`config.mk`:
```
export PLATFORM = sky130hd
export DESIGN_NAME = apb_bridge_ctrl_p
export DESIGN_NICKNAME = d
export VERILOG_FILES = /design/src/rtl/apb_bridge_ctrl_p.sv
export SDC_FILE = /design/constraint.sdc
export NUM_CORES = 1
export LEC_CHECK = 0
export CORE_ASPECT_RATIO = 1.2
export CORE_UTILIZATION = 41
export CTS_BUF_LIST = sky130_fd_sc_hd__clkbuf_16
export DETAILED_ROUTE_END_ITERATION = 10
export PLACE_DENSITY = 0.76
export REMOVE_ABC_BUFFERS = 1
export SLEW_MARGIN = 0
export SYNTH_ARGS = -nofsm -noshare
export SYNTH_HDL_FRONTEND = slang
export SYNTH_SLANG_ARGS = --single-unit
```
`constraint.sdc`:
```
create_clock -name hclk -period 2 [get_ports hclk]
set_input_delay 0.3 -clock hclk [delete_from_list [all_inputs] [get_ports hclk]]
set_output_delay 0.3 -clock hclk [all_outputs]
set_load 0.01 [all_outputs]
```
`src/rtl/apb_bridge_ctrl_p.sv`:
```
// AHB-to-APB3 bridge controller.
// Takes one qualified AHB transfer at a time, decodes a one-hot APB slave
// select from an address field, and runs the APB SETUP/ACCESS handshake.
// Slave errors, decode misses and PREADY timeouts return a two-cycle AHB
// ERROR response. psel, penable, hready_out and hresp depend only on the
// registered state, so there is no combinational path from any input to them.

module apb_bridge_ctrl_p #(
   parameter int ADDR_W  = 32,
   parameter int DATA_W  = 32,
   parameter int NSLV    = 3,
   parameter int SEL_LSB = 28,
   parameter int TIMEOUT = 16
) (
   input  logic              hclk,
   input  logic              hresetn,
   input  logic              valid,
   input  logic              hwrite,
   input  logic [ADDR_W-1:0] haddr,
   input  logic [DATA_W-1:0] hwdata,
   output logic              hready_out,
   output logic              hresp,
   output logic [DATA_W-1:0] hrdata,
   output logic [NSLV-1:0]   psel,
   output logic              penable,
   output logic              pwrite,
   output logic [ADDR_W-1:0] paddr,
   output logic [DATA_W-1:0] pwdata,
   input  logic [DATA_W-1:0] prdata,
   input  logic              pready,
   input  logic              pslverr
);

   localparam int SW = (NSLV <= 1) ? 1 : $clog2(NSLV);
   localparam int CW = (TIMEOUT <= 1) ? 1 : $clog2(TIMEOUT + 1);
   localparam logic [CW-1:0] CNT_LAST = CW'((TIMEOUT > 0) ? TIMEOUT - 1 : 0);

   localparam logic [2:0] S_IDLE   = 3'd0;
   localparam logic [2:0] S_WWAIT  = 3'd1;
   localparam logic [2:0] S_SETUP  = 3'd2;
   localparam logic [2:0] S_ACCESS = 3'd3;
   localparam logic [2:0] S_ERR1   = 3'd4;
   localparam logic [2:0] S_ERR2   = 3'd5;

   logic [2:0]    state;
   logic [2:0]    state_nxt;
   logic [SW-1:0] idx;
   logic [SW-1:0] haddr_idx;
   logic [CW-1:0] wait_cnt;
   logic          dec_miss;
   logic          accept;
   logic          timeout_hit;

   assign haddr_idx   = haddr[SEL_LSB +: SW];
   assign dec_miss    = ({1'b0, haddr_idx} >= (SW+1)'(NSLV));
   assign accept      = valid && ((state == S_IDLE) || (state == S_ERR2));
   assign timeout_hit = (TIMEOUT != 0) && (state == S_ACCESS) && !pready
                        && (wait_cnt == CNT_LAST);

   // Next-state logic; new transfers are only taken while hready_out is high
   always_comb begin
      state_nxt = state;
      case (state)
         S_IDLE, S_ERR2: begin
            if (!valid)        state_nxt = S_IDLE;
            else if (dec_miss) state_nxt = S_ERR1;
            else if (hwrite)   state_nxt = S_WWAIT;
            else               state_nxt = S_SETUP;
         end
         S_WWAIT:  state_nxt = S_SETUP;
         S_SETUP:  state_nxt = S_ACCESS;
         S_ACCESS: begin
            if (pready)           state_nxt = pslverr ? S_ERR1 : S_IDLE;
            else if (timeout_hit) state_nxt = S_ERR1;
         end
         S_ERR1:   state_nxt = S_ERR2;
         default:  state_nxt = S_IDLE;
      endcase
   end

   // State register
   always_ff @(posedge hclk or negedge hresetn) begin
      if (!hresetn) state <= S_IDLE;
      else          state <= state_nxt;
   end

   // Address-phase capture, write-data capture, read-data return and wait counting
   always_ff @(posedge hclk or negedge hresetn) begin
      if (!hresetn) begin
         paddr    <= '0;
         pwrite   <= 1'b0;
         idx      <= '0;
         pwdata   <= '0;
         hrdata   <= '0;
         wait_cnt <= '0;
      end else begin
         if (accept) begin
            paddr  <= haddr;
            pwrite <= hwrite;
            idx    <= haddr_idx;
         end
         if (state == S_WWAIT)
            pwdata <= hwdata;
         if ((state == S_ACCESS) && pready && !pslverr && !pwrite)
            hrdata <= prdata;
         if (state == S_SETUP)
            wait_cnt <= '0;
         else if ((state == S_ACCESS) && !pready)
            wait_cnt <= wait_cnt + CW'(1);
      end
   end

   // One-hot slave select, live only during SETUP and ACCESS
   always_comb begin
      psel = '0;
      for (int i = 0; i < NSLV; i++) begin
         if (((state == S_SETUP) || (state == S_ACCESS)) && (idx == SW'(i)))
            psel[i] = 1'b1;
      end
   end

   // Handshake outputs decoded from the state register alone
   always_comb begin
      penable    = (state == S_ACCESS);
      hready_out = (state == S_IDLE) || (state == S_ERR2);
      hresp      = (state == S_ERR1) || (state == S_ERR2);
   end

endmodule

```
; After elaboration in Yosys (flattened, before gate mapping)
; Index checks and enable logic that the tools add are counted.
[op_classes]
add_sub_neg = 1
order_cmp = 1
eq_ne = 9
mux = 12
n_reduce_logical = 19
[ops]
columns = operator, n
row1 = $mux W3, 5
row2 = $pmux W3 S5, 1
row3 = $mux W5, 2
row4 = $logic_and A1 B1 Y1, 9
row5 = $eq A3 B2 Y1 const B, 2
row6 = $eq A3 B3 Y1 const B, 2
row7 = $add A5 B1 Y5 const B, 1
row8 = $eq A5 B4 Y1 const B, 1
row9 = $eq A3 B1 Y1 const B, 1
row10 = $logic_not A1 Y1, 3
row11 = $logic_not A3 Y1, 1
row12 = $logic_or A1 B1 Y1, 3
row13 = $mux W1, 3
row14 = $ne A3 B1 Y1 const B, 1
row15 = $eq A2 B1 Y1 const B, 1
row16 = $eq A2 B2 Y1 const B, 1
row17 = $ge A2 B2 Y1 const B, 1
row18 = $logic_not A2 Y1, 1
row19 = $mux W2, 1
row20 = $reduce_bool A2 Y1, 1
row21 = $reduce_or A2 Y1, 1
[totals]
ff_bits = 107
in_bits = 102
out_inout_bits = 103
word_cells = 49

; Depth between registers and ports, before layout
[logic_depth]
ltp_word = 6
depth_mapped = 6
mapped_depth_nobuf = 6

; Worst setup path before layout
; Ideal clock, no wire load.
[synth_path]
path_type = reg-to-reg
from = register state[2]
to = register hrdata[10]
setup_ps = 125
arrival_time_ps = 1679
required_time_ps = 1875
setup_slack_ps = 196
path_stages_with_launch = 7
n_path_buf = 3
period_less_slack_ps = 1804
path_cell_list = dfrtp_1 > buf_6 > nand3b_4 > or4b_4 > buf_6 > buf_12 > mux2_4
[synth_via]
elab_chain_cells = 4
[synth_rtl]
columns = element, line
row1 = "start, declared", 45  ; logic [2:0] state;
row2 = "start signal, assigned", 84  ; else state <= state_nxt;
row3 = $eq A3 B2 Y1, 104  ; if ((state == S_ACCESS) && pready && !pslverr && !pwrite)
row4 = $logic_and A1 B1 Y1 (3 in series), 104
row5 = "end signal, assigned", 105  ; hrdata <= prdata;
row6 = "end, declared", 23  ; output logic [DATA_W-1:0] hrdata,
; Every way passes these cells.
; A chain may end at the register's enable or synchronous reset.

; Worst setup path after layout
[layout_path]
from = register state[2]
to = output penable
[layout_via]
elab_chain_cells = 1
[layout_rtl]
columns = element, line
row1 = $eq A3 B2 Y1, 124  ; penable = (state == S_ACCESS);
row2 = "end, declared", 25  ; output logic penable,
; Every way passes these cells.

==> metrics.cfg <==
[run_status]
outcome = finished clean

[clock_tree]
cts_setup_buffers = 0
cts_tree = built
root_buffer = clkbuf_16
cts_htree_levels = 3
cts.sinks = 105
clk_pin_slew_ns = 0.07
clock_latency_ns = 0.34
cts_buffer_depth = 2
cts_buffers = 9

[logic_synthesis]
syn_inst = 268
synth_compound_area_share_pct = 2.63
ys.flop_type = dfrtp_1
synth_edf_count = 0
yosys-top-cells-area = dfrtp_1, mux2_2, mux2_4
yosysTopAreaCell = dfrtp_1
muxShareOfSynthArea_pct = 28.3
synth_top_family_by_area = multiplexers
synth_top_area_share_pct = 60.6
ys_seq_area_share_pct = 60.6
syn_area_per_cell_um2 = 16.2
synth_commonest_cells = dfrtp_1, mux2_2, mux2_4
yosys_warnings = 0
synthXorXnorAreaFrac_pct = 0.202
yosysMostFrequentCell = dfrtp_1
syn-cell-area_um2 = 4340
synthArstFlopShare_pct = 100
synth_seq_cells = 105
synthAdderAreaFrac_pct = 0.577
synth-simple-area-share_pct = 4.33
synth.distinct_cells = 35

[job]
drv_cap = 0

[detailed_routing]
via_per_inst = 4.86
wirelength_um = 9700
drc_errors = 0
first_pass_iters = 4
detail-route-antenna-nets = 0
drt_iter0_drc = 78
wire_per_inst_um = 15.8
vias = 2985

[die]
die-area_um2 = 11000
ios = 205
rows = 40
fp.dieH_um = 115
initial_core_util_pct = 42.7
core_area_um2 = 10200
die_w_um = 95.9

[global_route]
grt_pass1_vias = 3042
grt_antenna_before_repair = 0
grt_usage_pct = 18.2
grt_max_degree = 35
gr-total-overflow = 0
grt_pass1_wl_um = 15100

[sta]
rsz0062_at_grt = false
timing.final.crit_period_ns = 1.88
finalSetupViolCount = 0
worst_slack_ns = 0.118
post-route-period-util_pct = 94.1
max_freq_mhz = 531
worstMarginPinSlew_ns = 0.451
drv_slew = 0
hold_viol = 0
max_slew_margin_pct = 69.9
fin_skew_ns = 0.00799

[cells_and_area]
areaGrowthSynthToFinish_pct = 59.5
final_net_count = 587
drive_above_1_share_pct = 28.1
utilization_pct = 68.1
diodes = 0

[min_path]
hold_path.class = in -> async

[setup_path]
endpoint_kind = output port
worstPathMaxFanout = 6
cp_data_required_time_ns = 1.70
worst_ep_arrival_time_ns = 1.58
reg2reg_from = state[2]
cp-start-kind = flop
cp-startpoint = state[2]
worstSetupPathType = reg -> out

[power]
p_per_area_nw_per_um2 = 1550
leakage_uw = 0.00303
irDropWorstVdd_v = 0.000757

[place]
numPortBuffers = 204
gp_congestion = 0.782
dp_slack_ns = 0.0441
hpwl_um = 7440

## per-layer routing
metal	vias to the layer above	global-route usage, %	part of all wire (%)	wire length [µm]
li1	1386	-	-	-
met1	1457	21.3	39	3780
met2	121	31.0	51	4960
met3	21	3.92	7.1	685
met4	0	9.45	2.9	277
met5	-	0	0	0
## layout by cell type, fill, tap and decap left out, types with 3 or more instances in the layout
cell type        instances
buf_4                   11
nor3b_1                  4
nor2_1                   3
dlygate4sd2_1            4
mux2_4                  30
buf_12                   4
inv_1                    5
dfrtp_1                104
a22o_1                   5
clkbuf_16                9
clkinvlp_4               3
nand2_1                  4
mux2_2                  68
nor2b_1                  3
clkdlybuf4s50_1        198
o21ai_0                  3
## registers in the layout, summed over array words and instances (netlist names)
register  count
pwrite        1
state         3
hrdata       32
wait_cnt      5
paddr        32
pwdata       32
## critical path, cell delays in order, from the launching register on
cell             delay [ns]
dfrtp_2                0.47
nand3b_4               0.18
inv_1                  0.06
clkdlybuf4s50_1        0.54
## final timing paths
path	slack, ns	to	cells after the start
worst max-delay path	0.12	penable	3
worst min-delay path	0.45	paddr[3]	2
worst max register to register	0.18	hrdata[28]	4
worst min register to register	0.51	pwdata[18]	1
max in group asynchronous	0.93	paddr[25]	3
min in group hclk	0.51	pwdata[18]	1
## power breakdown
part           total, µW  switching (µW)  internal [µW]
Combinational       5080            1770           3310
Sequential          3790             613           3170
Clock               1880             775           1110
## layout make-up
type / count / area (µm²)
Clock buffer: 9 / 225
Clock inverter: 7 / 103
Fill cell: 731 / 3240
Inverter: 5 / 18.8
Multi-Input combinational cell: 143 / 1580
Sequential cell: 105 / 2630
Tap cell: 126 / 158
Timing Repair Buffer: 219 / 2200
## cell families (layout without fill, tap and decap cells)
family / Yosys count / count (layout)
XOR/XNOR: 1 / 1
buffers and inverters: 20 / 240
multiplexers: 99 / 99
AO/OA/AOI/OAI: 15 / 15
AND/OR/NAND/NOR: 26 / 26
adder cells (fa/ha/maj): 2 / 2
flip-flops: 105 / 105
## what timing repair did
item | in CTS | in global routing
endpoints found under the hold margin | 30 | 0
hold buffers | 1 | 0
gates resized for setup | 6 | 1
endpoints found under the setup margin | 5 | 1
## metrics by stage
step	setup TNS [ns]	cells	hold WS [ns]	total power, µW	instance area, µm²
floorplan	-34.68	253	0.00441	6030	4210
global placement	0	597	0.276	8840	6570
detailed placement	0	597	0.277	8960	6570
CTS	0	614	0.451	10900	6910
global route	0	614	0.488	11400	6920
finish	0	614	0.445	10700	6920
Power figures use the tool's default switching activity.
